### config.mk
export PLATFORM = sky130hd
export DESIGN_NAME = mem_port_arbiter
export DESIGN_NICKNAME = d
export VERILOG_FILES = /design/src/rtl/mem_port_arbiter.sv
export SDC_FILE = /design/constraint.sdc
export NUM_CORES = 1
export LEC_CHECK = 0
export CORE_MARGIN = 2
export CORE_UTILIZATION = 43
export DETAILED_ROUTE_END_ITERATION = 8
export GPL_ROUTABILITY_DRIVEN = 0
export PLACE_DENSITY = 0.86
export SLEW_MARGIN = 15
export SYNTH_ARGS = -nofsm -noshare
export SYNTH_HDL_FRONTEND = slang
export SYNTH_SLANG_ARGS = --single-unit
### constraint.sdc
create_clock -name clk -period 2.68 [get_ports clk]
set_input_delay 0.402 -clock clk [delete_from_list [all_inputs] [get_ports clk]]
set_output_delay 0.402 -clock clk [all_outputs]
set_load 0.1 [all_outputs]
### src/rtl/mem_port_arbiter.sv
// Shares one variable-latency memory port between fetch and data requesters, data first.
// Optional watchdog enabled by defining MEMARB_TIMEOUT_EN.
module mem_port_arbiter #(
    parameter int unsigned AW      = 32,
    parameter int unsigned DW      = 32,
    parameter int unsigned TIMEOUT = 255
) (
    input  logic          clk,
    input  logic          reset,
    input  logic          i_req,
    input  logic [AW-1:0] i_addr,
    output logic [DW-1:0] i_rdata,
    output logic          i_ack,
    input  logic          d_req,
    input  logic          d_we,
    input  logic [AW-1:0] d_addr,
    input  logic [DW-1:0] d_wdata,
    output logic [DW-1:0] d_rdata,
    output logic          d_ack,
    output logic          m_valid,
    output logic          m_we,
    output logic [AW-1:0] m_addr,
    output logic [DW-1:0] m_wdata,
    input  logic [DW-1:0] m_rdata,
    input  logic          m_ready,
    output logic          err
);

    typedef enum logic [1:0] {StIdle, StIBusy, StDBusy, StResp} state_e;

    state_e        r_state, w_state_d;
    logic          r_m_valid, w_m_valid_d;
    logic          r_m_we, w_m_we_d;
    logic [AW-1:0] r_m_addr, w_m_addr_d;
    logic [DW-1:0] r_m_wdata, w_m_wdata_d;
    logic [DW-1:0] r_i_rdata, w_i_rdata_d;
    logic [DW-1:0] r_d_rdata, w_d_rdata_d;
    logic          r_i_ack, w_i_ack_d;
    logic          r_d_ack, w_d_ack_d;
    logic          r_err, w_err_d;
    logic          w_busy;
    logic          w_timeout;

    assign w_busy = (r_state == StIBusy) || (r_state == StDBusy);

`ifdef MEMARB_TIMEOUT_EN
    localparam int unsigned CW = $clog2(TIMEOUT + 1);
    localparam logic [CW-1:0] WdLast = CW'(TIMEOUT - 1);

    logic [CW-1:0] r_wd_cnt;

    // Fires on the stalled busy cycle that would bring the count up to TIMEOUT.
    assign w_timeout = w_busy && !m_ready && (r_wd_cnt == WdLast);

    always_ff @(posedge clk) begin
        if (!reset) begin
            r_wd_cnt <= '0;
        end else if (r_state == StIdle) begin
            r_wd_cnt <= '0;
        end else if (w_busy && !m_ready) begin
            r_wd_cnt <= r_wd_cnt + 1'b1;
        end
    end
`else
    assign w_timeout = 1'b0;
`endif

    always_comb begin
        w_state_d   = r_state;
        w_m_valid_d = r_m_valid;
        w_m_we_d    = r_m_we;
        w_m_addr_d  = r_m_addr;
        w_m_wdata_d = r_m_wdata;
        w_i_rdata_d = r_i_rdata;
        w_d_rdata_d = r_d_rdata;
        w_i_ack_d   = 1'b0;
        w_d_ack_d   = 1'b0;
        w_err_d     = r_err;
        unique case (r_state)
            StIdle: begin
                if (d_req) begin
                    w_state_d   = StDBusy;
                    w_m_valid_d = 1'b1;
                    w_m_we_d    = d_we;
                    w_m_addr_d  = d_addr;
                    w_m_wdata_d = d_wdata;
                end else if (i_req) begin
                    w_state_d   = StIBusy;
                    w_m_valid_d = 1'b1;
                    w_m_we_d    = 1'b0;
                    w_m_addr_d  = i_addr;
                    w_m_wdata_d = '0;
                end
            end
            StIBusy, StDBusy: begin
                if (m_ready || w_timeout) begin
                    w_state_d   = StResp;
                    w_m_valid_d = 1'b0;
                    w_err_d     = r_err | !m_ready;
                    if (r_state == StIBusy) begin
                        w_i_ack_d   = 1'b1;
                        w_i_rdata_d = m_ready ? m_rdata : '0;
                    end else begin
                        w_d_ack_d = 1'b1;
                        if (!r_m_we) begin
                            w_d_rdata_d = m_ready ? m_rdata : '0;
                        end
                    end
                end
            end
            // No arbitration here so a still-high req from the acked owner is not re-granted.
            StResp: w_state_d = StIdle;
            default: w_state_d = StIdle;
        endcase
    end

    always_ff @(posedge clk) begin
        if (!reset) begin
            r_state   <= StIdle;
            r_m_valid <= 1'b0;
            r_m_we    <= 1'b0;
            r_m_addr  <= '0;
            r_m_wdata <= '0;
            r_i_rdata <= '0;
            r_d_rdata <= '0;
            r_i_ack   <= 1'b0;
            r_d_ack   <= 1'b0;
            r_err     <= 1'b0;
        end else begin
            r_state   <= w_state_d;
            r_m_valid <= w_m_valid_d;
            r_m_we    <= w_m_we_d;
            r_m_addr  <= w_m_addr_d;
            r_m_wdata <= w_m_wdata_d;
            r_i_rdata <= w_i_rdata_d;
            r_d_rdata <= w_d_rdata_d;
            r_i_ack   <= w_i_ack_d;
            r_d_ack   <= w_d_ack_d;
            r_err     <= w_err_d;
        end
    end

    assign m_valid = r_m_valid;
    assign m_we    = r_m_we;
    assign m_addr  = r_m_addr;
    assign m_wdata = r_m_wdata;
    assign i_rdata = r_i_rdata;
    assign d_rdata = r_d_rdata;
    assign i_ack   = r_i_ack;
    assign d_ack   = r_d_ack;
    assign err     = r_err;

endmodule

==> results of run 1 <==
## sequential cells by signal, summed over array words and instances (netlist names)
register  cells
i_ack         1
m_valid       1
err           1
m_addr       32
i_rdata      32
m_we          1
d_rdata      32
m_wdata      32
r_state       2
d_ack         1
## kinds of logic (layout without fill, tap and decap cells)
logic type      count (synthesis)  after routing  share of synthesized area
mux                            32             32                    0.06161
buf+inv                        53            313                    0.05367
fa+ha+maj                       4              4                   0.009627
flops                         135            135                     0.5199
simple gates                  205            205                     0.1552
compound gates                140            140                     0.2000
## cell usage in the layout (no fill, tap or decap), types with 2 or more instances in the layout
cell	instances
clkbuf_8	4
clkbuf_1	3
a21oi_1	70
clkdlybuf4s50_1	132
a22oi_1	33
a211oi_2	32
and2_1	2
buf_12	3
clkbuf_16	17
nand2_1	129
buf_4	139
ha_1	4
clkinv_2	3
nor2_1	67
a311oi_1	2
bufinv_16	4
mux2i_1	32
inv_1	5
dfxtp_1	135
## synth_stat cells
library cell | instances | area share
o21ai_2 | 1 | 0.0017
nand3_1 | 1 | 0.00096
nor2b_1 | 1 | 0.0012
buf_2 | 19 | 0.018
a21oi_1 | 70 | 0.067
inv_1 | 5 | 0.0036
inv_2 | 1 | 0.00072
nand4bb_1 | 1 | 0.0022
clkbuf_4 | 2 | 0.0029
nand2_1 | 129 | 0.093
a211oi_2 | 32 | 0.077
ha_1 | 4 | 0.0096
nor2_1 | 67 | 0.048
buf_1 | 5 | 0.0036
mux2i_1 | 32 | 0.062
buf_4 | 3 | 0.0043
or3b_4 | 1 | 0.0022
dfxtp_1 | 135 | 0.52
o21a_1 | 2 | 0.0029
nand2b_1 | 1 | 0.0012
a22oi_1 | 33 | 0.048
clkbuf_1 | 13 | 0.0094
and4bb_1 | 1 | 0.0024
and2_1 | 3 | 0.0036
buf_6 | 5 | 0.011
a311oi_1 | 2 | 0.0034
## path summary, 6_finish.rpt
path / start / endpoint / cells past startpoint
hold reg to reg: d_rdata[6]$_SDFFE_PN0P_ / d_rdata[6]$_SDFFE_PN0P_ / 2
hold / removal: d_req / r_state[1]$_SDFFE_PN0P_ / 3
setup reg to reg: r_state[1]$_SDFFE_PN0P_ / m_addr[15]$_SDFFE_PN0P_ / 6
setup / recovery: r_state[1]$_SDFFE_PN0P_ / m_addr[15]$_SDFFE_PN0P_ / 6
## worst max-delay path: cells and delay by family (launching register included)
family	cells	cell delay, ps
simple gates	1	90
flops	1	310
buf+inv	2	420
fa+ha+maj	1	250
compound gates	2	640
## power by group
group,internal [mW],switching (mW)
registers,2.42,0.230
clock network,1.65,0.822
logic,1.21,4.07
total,5.28,5.12
## metal layers
layer	global-route usage	vias up	share of wire
met4	0.1220	0	0.030
met2	0.4226	198	0.53
met1	0.2501	2316	0.37
met3	0.07758	38	0.072
met5	0	-	0
li1	-	2423	-
## final cells by class
type | instances | area [µm²]
clock buffer | 24 | 491.7
multi-input combinational | 381 | 2220
sequential | 135 | 2703
fill | 919 | 3716
inverter | 6 | 25.02
timing repair buffer | 275 | 2430
tap | 147 | 183.9
clock inverter | 8 | 142.6
==> metrics.txt, run 1 <==
Synth Cell Area 0.005199 mm²; critical path startpoint category flop; DRT iter0 DRCs 359; combined global-route utilization of all metal layers 0.2375; non-filler cells in the finished layout 976; post-route setup slack 868.8 ps; share of the cycle needed by the critical path after routing 0.6758; Worst path max stage delay 430 ps; power consumption 10.40 mW; CP cell instances inv_1 > ha_1 > o21a_2 > buf_12 > nor2_1 > a211oi_2; RSZ-0062 raised after global routing no; number of violations of the max-capacitance limit 0; Worst Path Max Fanout 48; number of CTS-inserted buffers 17; Fin Hold WS 450.2 ps; Total Die Area 0.01299 mm²; Top Ports 267; worst setup slack for register-to-register paths 870 ps; class of the most critical setup path reg2reg; pwr dens 1269 mW/mm²; number of warnings printed during yosys synthesis 0; core footprint 0.01191 mm²; #FFs+latches synth 135; die width 114.0 µm; leakage power 3.412 nW; count of H-tree levels built during CTS 4; initial core utilization 0.4364; post-synthesis cell type count 26; final setup vio count 0; per-instance average area after synthesis 9.137 µm²; final hold violation count 0; initial antenna violation count 0; post-detailed-placement cell area 0.007560 mm²; result of the run complete, no violations; wire length of the first global-routing pass 24190 µm; total wirelength of the detailed-routed design 15490 µm; post-place setup slack 624.5 ps; proportion of synthesized chip area in sequential cells 0.5199; floorplan die height 114.0 µm; pin count of the biggest net entering global routing 98; grt total ovfl 0; worst-case clock buffer depth 2; hold bufs inserted after CTS 0; fraction of the core area covered by cells at the end of the flow 0.6880; DP HPWL 11180 µm; f_max 0.5521 GHz; number of placed cells counting well taps 944; Worst setup EP type flop; number of buffers inserted by post-CTS setup repair 0; Sink Count 135; routed length per instance 15.87 µm; IR Drop Worst-Case VDD 0.7737 mV; post-route setup TNS 0 ps; post-synthesis to final-layout area growth 57.64%; post-DR vias/cell 5.097; via count 4975; CTS clk-pin slew, worst paths 60 ps; pin slew with the least headroom to its limit 616.3 ps; max-slew headroom at the worst pin 0.5891; DRC Markers 0; clock latency on the worst-skew pair 410 ps; final layout net count 954; clock root buffer clkbuf_16; Hold Crit Class in2reg; number of cells upsized or downsized after cts 0; Antenna Violating Nets Remaining 0; Max Transition Viols Final 0; number of diodes 0; Critical Path RT 3010 ps; final design instance area without fill 0.008195 mm²; Post-Syn Nets 707; shortest clock period the worst path allows after layout 1811 ps; port bufs 266; data arrival at the endpoint of the critical path 2140 ps; fraction of final layout cells sized beyond drive strength 1 0.2521; post-synthesis instance total 569; via count of the first global-routing pass 5074; Critical Path Slowest Stage Cell o21a_2; TritonCTS clock tree built; setup skew after layout 10.10 ps; first-pass iteration count of the detailed router 6; # rows 40
Note: power is estimated with default switching activity, not from simulation.
==> inputs of run 2 (changes only) <==
Settings changed: CORE_UTILIZATION 43 to 40, PLACE_DENSITY 0.86 to 0.81.
Clock period 2.68 ns to 1.87 ns, I/O delays scaled along.
==> metrics.txt, run 2 (same netlist as run 1, synthesis figures left out) <==
floorplan die height 118.0 µm (+3.6%); post-route setup TNS 0 ps (unchanged); initial antenna violation count 0 (unchanged); setup skew after layout 11.79 ps (+1.693 ps); TritonCTS clock tree built; via count of the first global-routing pass 4939 (-2.7%); final layout net count 957 (+0.31%); post-detailed-placement cell area 0.007676 mm² (+1.5%); IR Drop Worst-Case VDD 0.9834 mV (+27%); via count 5029 (+1.1%); number of diodes 0 (unchanged); DRT iter0 DRCs 385 (+7.2%); # rows 41 (+2.5%); Critical Path RT 2210 ps (-800 ps); path depth of the worst reg2reg path 6 (unchanged); initial core utilization 0.4103 (-0.02616); first-pass iteration count of the detailed router 7 (+1); power consumption 14.98 mW (+44%); Critical R2R Launch r_state[0]$_SDFFE_PN0P_; number of violations of the max-capacitance limit 0 (unchanged); worst-case clock buffer depth 2 (unchanged); RSZ-0062 raised after global routing no; pin slew with the least headroom to its limit 369.2 ps (-247.2 ps); number of CTS-inserted buffers 17 (unchanged); # fillers 993 (+8.1%); Hold Path Origin d_req; port bufs 266 (unchanged); count of H-tree levels built during CTS 4 (unchanged); CTS clk-pin slew, worst paths 50 ps (about the same); hold bufs inserted after CTS 0 (unchanged); met3 usage 0.08527 (+0.007694); Worst setup EP type flop; leakage power 3.451 nW (+1.1%); Max Transition Viols Final 0 (unchanged); met2 capacity usage during global routing 0.3855 (-0.03708); core footprint 0.01267 mm² (+6.4%); post-route setup slack 172.9 ps (-696.0 ps); fraction of the core area covered by cells at the end of the flow 0.6555 (-0.03255); grt total ovfl 0 (unchanged); wire length of the first global-routing pass 24630 µm (+1.8%); pwr dens 1804 mW/mm² (+42%); pin count of the biggest net entering global routing 54 (-45%); Total Die Area 0.01393 mm² (+7.2%); Antenna Violating Nets Remaining 0 (unchanged); critical path startpoint category flop; post-DR vias/cell 5.009 (-1.7%); Top Ports 267 (unchanged); met1 capacity usage during global routing 0.2341 (-0.01602); total wirelength of the detailed-routed design 15380 µm (-0.68%); leading cell type in the layout, fill and taps excluded buf_4; final design instance area without fill 0.008305 mm² (+1.3%); max-slew headroom at the worst pin 0.7539 (+0.1648); die width 118.0 µm (+3.6%); number of buffers inserted by post-CTS setup repair 0 (unchanged); Hold Crit Class in2reg; final hold violation count 0 (unchanged); post-synthesis to final-layout area growth 59.76%; routed length per instance 15.32 µm (-3.4%); combined global-route utilization of all metal layers 0.2221 (-0.01541); number of cells upsized or downsized after cts 0 (unchanged); Worst path max stage delay 400 ps (-30 ps); Worst Path Max Fanout 32 (-33%); data arrival at the endpoint of the critical path 2040 ps (-100 ps); leading cell types in the layout, fill and taps excluded buf_4 (137), dfxtp_1 (135), clkdlybuf4s50_1 (132); Critical Path Source r_state[0]$_SDFFE_PN0P_; worst hold path depth 3 (unchanged); class of the most critical setup path reg2reg; share of the cycle needed by the critical path after routing 0.9076 (+0.2317); Sink Count 135 (unchanged); DP HPWL 11050 µm (-1.2%); result of the run complete, no violations; post-place setup slack 201.9 ps (-422.6 ps); final setup vio count 0 (unchanged); Critical Path Slowest Stage Cell dfxtp_1; clock root buffer clkbuf_16; shortest clock period the worst path allows after layout 1697 ps (-114.0 ps); highest-utilization routing layer at the global route stage met2; fraction of final layout cells sized beyond drive strength 1 0.2548 (+0.002697); clock latency on the worst-skew pair 420 ps (about the same); DRC Markers 0 (unchanged); f_max 0.5892 GHz (+6.7%); CP cell instances inv_1 > ha_1 > nand4bb_1 > buf_4 > nand2_1 > a21oi_1
==> run 2: where the power goes <==
part | switching (mW) | total [mW] | internal (mW)
Clock | 1.18 | 3.49 | 2.31
Sequential | 0.329 | 3.80 | 3.47
Combinational | 5.86 | 7.69 | 1.83
Total | 7.37 | 15.0 | 7.61
==> run 2: area by class of cell <==
type	instances	area (µm²)	share of cell area
multi-input combinational	381	2218	0.2671
clock buffer	25	515.5	0.06207
inverter	6	25.02	0.003013
timing repair buffer	278	2515	0.3028
sequential	135	2703	0.3254
clock inverter	7	113.9	0.01371
tap	172	215.2	0.02591
==> run 2: final timing paths <==
kind	slack, ps	to
max	170	d_rdata[10]$_SDFFE_PN0P_
min	330	r_state[1]$_SDFFE_PN0P_
max reg2reg	170	d_rdata[10]$_SDFFE_PN0P_
min reg2reg	450	i_rdata[25]$_SDFFE_PN0P_
==> run 2: worst max-delay path, delay by kind of cell, from the launching register on <==
kind,cells,cell delay (ps)
flip-flops,1,400
adder cells (fa/ha/maj),1,370
AND/OR/NAND/NOR,2,240
buffers and inverters,2,450
AO/OA/AOI/OAI,1,150
==> run 2: metrics by stage <==
step | instances | hold slack [ps]
after global placement | 972 | 444.0
after global routing | 1004 | 316.7
final | 1004 | 331.1
after floorplan | 569 | 398.0
after CTS | 1004 | 311.7
after detailed placement | 972 | 446.6
==> run 2: layer usage <==
layer | wire, µm | vias up | share of wire
li1 | - | 2428 | -
met1 | 5916 | 2360 | 0.38
met2 | 7886 | 203 | 0.51
met3 | 1124 | 38 | 0.073
met4 | 457 | 0 | 0.030
met5 | 0 | - | 0
==> inputs of run 3 (changes only) <==
Settings changed: GPL_ROUTABILITY_DRIVEN 0 to 1.
==> results of run 3 <==
Same layout as run 2: the final DEF is identical, and so are final timing and power.
